File: src/rtl/ahb_ram_arbiter.sv
`default_nettype none
// ============================================================================
// Module  : ahb_ram_arbiter
// Brief   : Two-master AHB-Lite arbiter (M0 fetch, M1 load/store) in front of
//           one RAM slave; losing address phases are pended and replayed.
// Revision: 1.0 - initial release
// ============================================================================
module ahb_ram_arbiter #(
  parameter int ARB_MODE = 1,
  parameter int AW       = 32
) (
  input  logic          hclk,
  input  logic          hreset,
  input  logic          m0_hsel,
  input  logic [1:0]    m0_htrans,
  input  logic          m0_hwrite,
  input  logic [2:0]    m0_hsize,
  input  logic [AW-1:0] m0_haddr,
  input  logic [31:0]   m0_hwdata,
  output logic [31:0]   m0_hrdata,
  output logic          m0_hready,
  output logic [1:0]    m0_hresp,
  input  logic          m1_hsel,
  input  logic [1:0]    m1_htrans,
  input  logic          m1_hwrite,
  input  logic [2:0]    m1_hsize,
  input  logic [AW-1:0] m1_haddr,
  input  logic [31:0]   m1_hwdata,
  output logic [31:0]   m1_hrdata,
  output logic          m1_hready,
  output logic [1:0]    m1_hresp,
  output logic          s_hsel,
  output logic [1:0]    s_htrans,
  output logic          s_hwrite,
  output logic [2:0]    s_hsize,
  output logic [AW-1:0] s_haddr,
  output logic [31:0]   s_hwdata,
  output logic          s_hready_in,
  input  logic [31:0]   s_hrdata,
  input  logic          s_hready_out,
  input  logic [1:0]    s_hresp
);

  typedef enum logic [1:0] {
    OWN_NONE = 2'd0,
    OWN_M0   = 2'd1,
    OWN_M1   = 2'd2
  } own_t;

  own_t          own, own_next;
  logic          rr_last, rr_last_next;   // 0 = M0 granted last, 1 = M1
  logic          pend0, pend1;
  logic          pend0_hwrite, pend1_hwrite;
  logic [2:0]    pend0_hsize, pend1_hsize;
  logic [AW-1:0] pend0_haddr, pend1_haddr;

  logic          hold_hsel, hold_hwrite;
  logic [1:0]    hold_htrans;
  logic [2:0]    hold_hsize;
  logic [AW-1:0] hold_haddr;

  logic          req0, req1, cand0, cand1, grant0, grant1;
  logic          win_hsel, win_hwrite;
  logic [1:0]    win_htrans;
  logic [2:0]    win_hsize;
  logic [AW-1:0] win_haddr;

  assign m0_hready = (own == OWN_M0) ? s_hready_out : ~pend0;
  assign m1_hready = (own == OWN_M1) ? s_hready_out : ~pend1;
  assign m0_hresp  = (own == OWN_M0) ? s_hresp : 2'b00;
  assign m1_hresp  = (own == OWN_M1) ? s_hresp : 2'b00;
  assign m0_hrdata = s_hrdata;
  assign m1_hrdata = s_hrdata;
  assign s_hready_in = s_hready_out;

  always_comb begin
    req0   = m0_hsel & m0_htrans[1] & m0_hready;
    req1   = m1_hsel & m1_htrans[1] & m1_hready;
    cand0  = pend0 | req0;
    cand1  = pend1 | req1;
    grant0 = 1'b0;
    grant1 = 1'b0;
    if (s_hready_out) begin
      if (cand0 && cand1) begin
        if (ARB_MODE == 0) grant1 = 1'b1;
        else if (rr_last)  grant0 = 1'b1;
        else               grant1 = 1'b1;
      end else begin
        grant0 = cand0;
        grant1 = cand1;
      end
    end
  end

  // Replayed transfers are always presented as NONSEQ: the burst context is lost.
  always_comb begin
    win_hsel   = 1'b0;
    win_htrans = 2'b00;
    win_hwrite = 1'b0;
    win_hsize  = 3'b000;
    win_haddr  = '0;
    if (grant0) begin
      win_hsel = 1'b1;
      if (pend0) begin
        win_htrans = 2'b10;
        win_hwrite = pend0_hwrite;
        win_hsize  = pend0_hsize;
        win_haddr  = pend0_haddr;
      end else begin
        win_htrans = m0_htrans;
        win_hwrite = m0_hwrite;
        win_hsize  = m0_hsize;
        win_haddr  = m0_haddr;
      end
    end else if (grant1) begin
      win_hsel = 1'b1;
      if (pend1) begin
        win_htrans = 2'b10;
        win_hwrite = pend1_hwrite;
        win_hsize  = pend1_hsize;
        win_haddr  = pend1_haddr;
      end else begin
        win_htrans = m1_htrans;
        win_hwrite = m1_hwrite;
        win_hsize  = m1_hsize;
        win_haddr  = m1_haddr;
      end
    end
  end

  always_comb begin
    s_hsel   = s_hready_out ? win_hsel   : hold_hsel;
    s_htrans = s_hready_out ? win_htrans : hold_htrans;
    s_hwrite = s_hready_out ? win_hwrite : hold_hwrite;
    s_hsize  = s_hready_out ? win_hsize  : hold_hsize;
    s_haddr  = s_hready_out ? win_haddr  : hold_haddr;
    case (own)
      OWN_M0:  s_hwdata = m0_hwdata;
      OWN_M1:  s_hwdata = m1_hwdata;
      default: s_hwdata = 32'h0;
    endcase
  end

  always_comb begin
    own_next     = own;
    rr_last_next = rr_last;
    if (s_hready_out) begin
      if (grant0) begin
        own_next     = OWN_M0;
        rr_last_next = 1'b0;
      end else if (grant1) begin
        own_next     = OWN_M1;
        rr_last_next = 1'b1;
      end else begin
        own_next     = OWN_NONE;
      end
    end
  end

  always_ff @(posedge hclk) begin
    if (hreset) begin
      own     <= OWN_NONE;
      rr_last <= 1'b1;
    end else begin
      own     <= own_next;
      rr_last <= rr_last_next;
    end
  end

  always_ff @(posedge hclk) begin
    if (hreset) begin
      pend0        <= 1'b0;
      pend1        <= 1'b0;
      pend0_hwrite <= 1'b0;
      pend1_hwrite <= 1'b0;
      pend0_hsize  <= 3'b000;
      pend1_hsize  <= 3'b000;
      pend0_haddr  <= '0;
      pend1_haddr  <= '0;
      hold_hsel    <= 1'b0;
      hold_htrans  <= 2'b00;
      hold_hwrite  <= 1'b0;
      hold_hsize   <= 3'b000;
      hold_haddr   <= '0;
    end else begin
      if (s_hready_out) begin
        hold_hsel   <= win_hsel;
        hold_htrans <= win_htrans;
        hold_hwrite <= win_hwrite;
        hold_hsize  <= win_hsize;
        hold_haddr  <= win_haddr;
      end
      // A live request that is not granted this cycle (lost or slave busy) is pended.
      if (grant0) begin
        pend0 <= 1'b0;
      end else if (req0) begin
        pend0        <= 1'b1;
        pend0_hwrite <= m0_hwrite;
        pend0_hsize  <= m0_hsize;
        pend0_haddr  <= m0_haddr;
      end
      if (grant1) begin
        pend1 <= 1'b0;
      end else if (req1) begin
        pend1        <= 1'b1;
        pend1_hwrite <= m1_hwrite;
        pend1_hsize  <= m1_hsize;
        pend1_haddr  <= m1_haddr;
      end
    end
  end

endmodule
`default_nettype wire

File: config.mk
export PLATFORM = sky130hd
export DESIGN_NAME = ahb_ram_arbiter
export DESIGN_NICKNAME = d
export VERILOG_FILES = /design/src/rtl/ahb_ram_arbiter.sv
export SDC_FILE = /design/constraint.sdc
export NUM_CORES = 1
export LEC_CHECK = 0
export ABC_CLOCK_PERIOD_IN_PS = 3600
export CORE_MARGIN = 3
export CORE_UTILIZATION = 42
export DETAILED_ROUTE_END_ITERATION = 8
export PLACE_DENSITY = 0.82
export SETUP_SLACK_MARGIN = 0.5
export SLEW_MARGIN = 20
export SYNTH_ARGS = -nofsm -noshare
export SYNTH_HDL_FRONTEND = slang
export SYNTH_SLANG_ARGS = --single-unit
File: constraint.sdc
create_clock -name hclk -period 3.6 [get_ports hclk]
set_clock_uncertainty 0.1 [all_clocks]
set_input_delay 1.08 -clock hclk [delete_from_list [all_inputs] [get_ports hclk]]
set_output_delay 1.08 -clock hclk [all_outputs]
set_load 0.01 [all_outputs]
; Word-level counts from Yosys, hierarchy flattened
; Index checks and enable logic that the tools add are counted.
[op_classes]
bitwise = 10
eq_ne = 2
reduce_logical = 7
n_mux = 38
[op_table]
columns = cell, count
row1 = 2-to-1 mux 32 bit, 5
row2 = one-hot mux 32 bit (2 select lines), 1
row3 = 2-to-1 mux 1 bit, 18
row4 = 2-to-1 mux 2 bit, 9
row5 = 2-to-1 mux 3 bit, 5
row6 = AND reduction 2 bit, 3
row7 = bitwise AND 1 bit, 4
row8 = inverter 1 bit, 4
row9 = OR reduction 2 bit, 2
row10 = == test 2 x 1 -> 1 bit (second input constant), 1
row11 = == test 2 bit (second input constant), 1
row12 = OR 1 bit, 2
row13 = nonzero test 2 bit, 1
row14 = logical AND 1 bit, 1
[word_totals]
reg_bits = 116
in_bits = 179

; Longest topological paths before layout
[logic_depth]
word_depth = 10
mapped_depth = 9
depth_no_buf = 6

; Worst setup path before layout
; No wires, ideal clock.
[synth_path]
path_type = input-to-output
start = input s_hready_out
end = output s_haddr[23]
path_slack_ns = 0.296
stages = 6
required_time_ns = 2.420
t_arrival_ns = 2.124
path_cell_list = buf_4 > inv_1 > buf_2 > clkbuf_1 > o2bb2ai_1 > or2_1
[synth_between]
elab_chain_len = 9
[synth_rtl]
columns = element, line_no
row1 = start: declaration, 40  ; input logic s_hready_out,
row2 = "2-to-1 mux 1 bit, on equally long branches", "68, 69"
row3 = "bitwise AND 1 bit, on equally long branches", "77, 78"
row4 = "OR 1 bit, on equally long branches", "79, 80"
row5 = logical AND 1 bit, 84  ; if (cand0 && cand1) begin
row6 = 2-to-1 mux 1 bit, 84
row7 = 2-to-1 mux 1 bit, 83  ; if (s_hready_out) begin
row8 = 2-to-1 mux 32 bit, 115  ; end else if (grant1) begin
row9 = 2-to-1 mux 32 bit, 102  ; if (grant0) begin
row10 = 2-to-1 mux 32 bit (*), --
row11 = end: declaration, 36  ; output logic [AW-1:0] s_haddr,
; Every way passes the cells marked *; elsewhere a longest branch is shown, timed or not.

; Worst setup path after layout
[layout_path]
start = input m1_hsel
end = output s_haddr[25]
[layout_between]
elab_chain_len = 9
[layout_rtl]
columns = element, line_no
row1 = start: declaration, 23  ; input logic m1_hsel,
row2 = bitwise AND 1 bit (*) (2 in series), 78  ; req1 = m1_hsel & m1_htrans[1] & m1_hready;
row3 = OR 1 bit (*), 80  ; cand1 = pend1 | req1;
row4 = logical AND 1 bit, 84
row5 = 2-to-1 mux 1 bit, 84
row6 = 2-to-1 mux 1 bit, 83
row7 = 2-to-1 mux 32 bit, 115
row8 = 2-to-1 mux 32 bit (*), 102
row9 = 2-to-1 mux 32 bit (*), --
; Marked as above.

==> results.toml <==
[setup_path]
cp-end-kind = "output pin"
path_buf_inv = 5
r2r_setup_slack_ps = 1390
cp_top_family = "buffers and inverters"
cp.arrival_ps = 2410
critPathKind = "input port to output pin"
required_ps = 2420
cp_slowest_cell = "a21oi_4"
slowest_delay_ps = 190
r2r_end = "pend0_haddr[9]"
rr_worst_depth = 9
cp-start-kind = "input port"
rr_startpoint = "own[1]"
crit_path_frequent_cell = "buf_8"
crit_cells = 9
cp_max_fo = 6
crit_chain = "buf_8, a21oi_4, o211ai_4, buf_12, buf_8, buf_16, o2bb2ai_1, or2_1, buf_2"

[sta]
maxSlewHeadroom = 0.630
period_needed_ps = 3590
timing.setup.tns_ps = 0
tightest_slew_ps = 555
rsz0062_at_grt = "yes"
final-setup-viol-count = 0
max_freq_mhz = 279
hold_violations = 0
post-route-period-util = 0.996
drv_slew = 0

[detailed_routing]
avgViaCountPerCell = 5.41
postRouteAntennaNets = 0
vias = 6619
firstDrtPassIters = 5
drt-initial-drc-count = 452
wl_um = 24400
drcViolationCount = 0
post_drt_wl_per_cell_um = 20.0

[global_route]
grt_pass1_wl_um = 35300
grt_pass1_vias = 6487
antenna_found_initial = 3
track_usage = 0.247
gr-total-overflow = 0
grt_max_degree = 67

[cts]
numCtsBuffers = 17
cts-root-buf = "clkbuf_16"
postCtsHoldBufs = 0
h-tree-depth = 4
insertion_delay_ps = 410
cts_buffer_depth = 2
cts_tree = "done"
clk_pin_slew_ps = 50
cts.sinks = 116

[synth]
async_flop_share = 0
syn_avg_cell_area_um2 = 8.81
yosys_warnings = 0
syn-num-nets = 972
synth_cell_types = 42
yosysTopAreaCellShare = 0.333
netlist_instances = 791
synth_area_mm2 = 0.00697
ys.flop_type = "dfxtp_1"
synth_edf_count = 0
synth_seq_cells = 116
yosys.area.top_type = "dfxtp_1"
ys_seq_area_frac = 0.333
synth_area_leaders = "dfxtp_1 33%, mux2i_1 16%, buf_4 7.4%"

[worst_hold_path]
hp-class = "register to register"
worst_hold_path.endpoint = "pend0_haddr[13]"
min_delay_path_depth = 2
min_from = "pend0_haddr[13]"

[job]
cap_violations = 0

[power_and_ir_drop]
ir_worst_vdd_mv = 0.331
power.density_mw_per_mm2 = 372
finalPower_mw = 4.05
p_leak_nw = 4.21

[cells_and_area]
drive_above_1_share = 0.327
fillCellCount = 1201
fin_nets = 1178
n_antenna_cell = 0
syn2layout_area_growth_pct = 56.4

[floorplanning]
fp.coreArea_mm2 = 0.0161
start_util = 0.434
design.portCount = 321
rows = 46
die_w_um = 135
die-area_mm2 = 0.0182
fp.dieH_um = 135

[place]
place_hpwl_um = 14200
io_buffers = 224
gp_congestion = 0.771

[run_status]
status = "complete, no violations"
[worst max path at each step]
stage                             from           to  slack, ps
after floorplan           m0_htrans[1]  s_haddr[25]        490
after global placement    m0_htrans[1]   s_haddr[5]       -630
after detailed placement       m0_hsel   s_haddr[5]       -660
after CTS                      m0_hsel   s_hsize[0]         30
after global routing           m0_hsel   s_hsize[0]        -10
final                          m1_hsel  s_haddr[25]         10
[routing by layer]
metal  global-route usage  wire length (um)
met3               0.0633              1460
met1                0.324             10300
met2                0.406             12400
met5                    0                32
met4               0.0662               234
[flip-flops by register name (all words and copies together) (netlist names)]
signal        flops
hold_haddr       32
hold_hsel         1
hold_hsize        3
hold_htrans       2
hold_hwrite       1
own               2
pend0             1
pend0_haddr      32
pend0_hsize       3
pend0_hwrite      1
pend1             1
pend1_haddr      32
pend1_hsize       3
pend1_hwrite      1
rr_last           1
[synth_stat cells (all sizes together) (2+ instances only)]
master / instances
o2bb2ai: 33
nand2b: 73
a21oi: 45
a21o: 2
nand2: 7
o21ba: 33
o21a: 3
dfxtp: 116
or2: 33
buf: 97
o21ai: 39
o221ai: 3
clkbuf: 35
nor2b: 5
a22oi: 32
and2: 4
o211ai: 2
nand3: 37
ha: 2
a31oi: 2
inv: 5
nor2: 66
mux2i: 108
[timing repair]
action                     in CTS  in global routing
cloned                          7                  0
setup endpoints to repair      78                 54
resized for setup             437                 82
pin swaps                      44                 38
hold endpoints to repair        0                  0
buffers inserted               24                  9
[worst reg2reg max path: stages (launching register included)]
cell and delay [ps]:
dfxtp_1 350, inv_1 70, ha_1 140, buf_6 290
nand2_1 110, o21ai_1 120, buf_4 150, and4_2 250
buf_12 290, mux2i_1 270
[cell type report]
cell class | count | area [um^2] | share of cell area
flip-flops and latches | 116 | 2320 | 0.213
repair buffers | 319 | 3080 | 0.282
inverters | 5 | 18.8 | 0.00172
clock buffers | 24 | 502 | 0.0460
multi-input cells | 538 | 4650 | 0.427
well taps | 216 | 270 | 0.0248
clock inverters | 5 | 50.0 | 0.00459
[metrics by stage]
step / setup WS [ps] / area, um^2 / std cells / utilization / hold slack, ps
final: 13.5 / 10900 / 1223 / 0.679 / 369
after global routing: -12.0 / 10900 / 1223 / 0.679 / 392
after CTS: 34.7 / 10400 / 1214 / 0.647 / 372
after detailed placement: -662 / 9240 / 1154 / 0.576 / 365
after global placement: -626 / 9240 / 1154 / 0.576 / 359
after floorplan: 487 / 7030 / 791 / - / 348
[cells by family (layout without fill, tap and decap cells)]
family / count (synthesis) / count (layout) / synth area share
multiplexers: 108 / 108 / 0.155
buffers and inverters: 137 / 353 / 0.122
adder cells (fa/ha/maj): 2 / 2 / 0.00359
AND/OR/NAND/NOR: 229 / 229 / 0.174
AO/OA/AOI/OAI: 199 / 199 / 0.212
flip-flops: 116 / 116 / 0.333
[report_power, final]
part	leakage (nW)	internal, mW	switching, mW
clock network	0.278	1.02	0.579
registers	0.945	1.35	0.0437
logic	2.99	0.560	0.492
total	4.21	2.93	1.11
[cells in the final DEF, fill, tap and decap left out, types with 19 or more instances in the layout]
cell type        synthesis  final
clkdlybuf4s50_1          0    117
mux2i_1                108    100
nand3_1                 37     36
o21ba_2                 33     33
a22oi_1                 32     19
or2_1                   29     29
dfxtp_1                116    114
nand2b_1                73     72
buf_6                    7     21
buf_2                   19     69
buf_12                   0     20
o2bb2ai_4                0     28
a21oi_1                 43     41
o21ai_0                 37     37
buf_4                   69     52
nor2_1                  66     49
(Power assumes the default switching activity.)
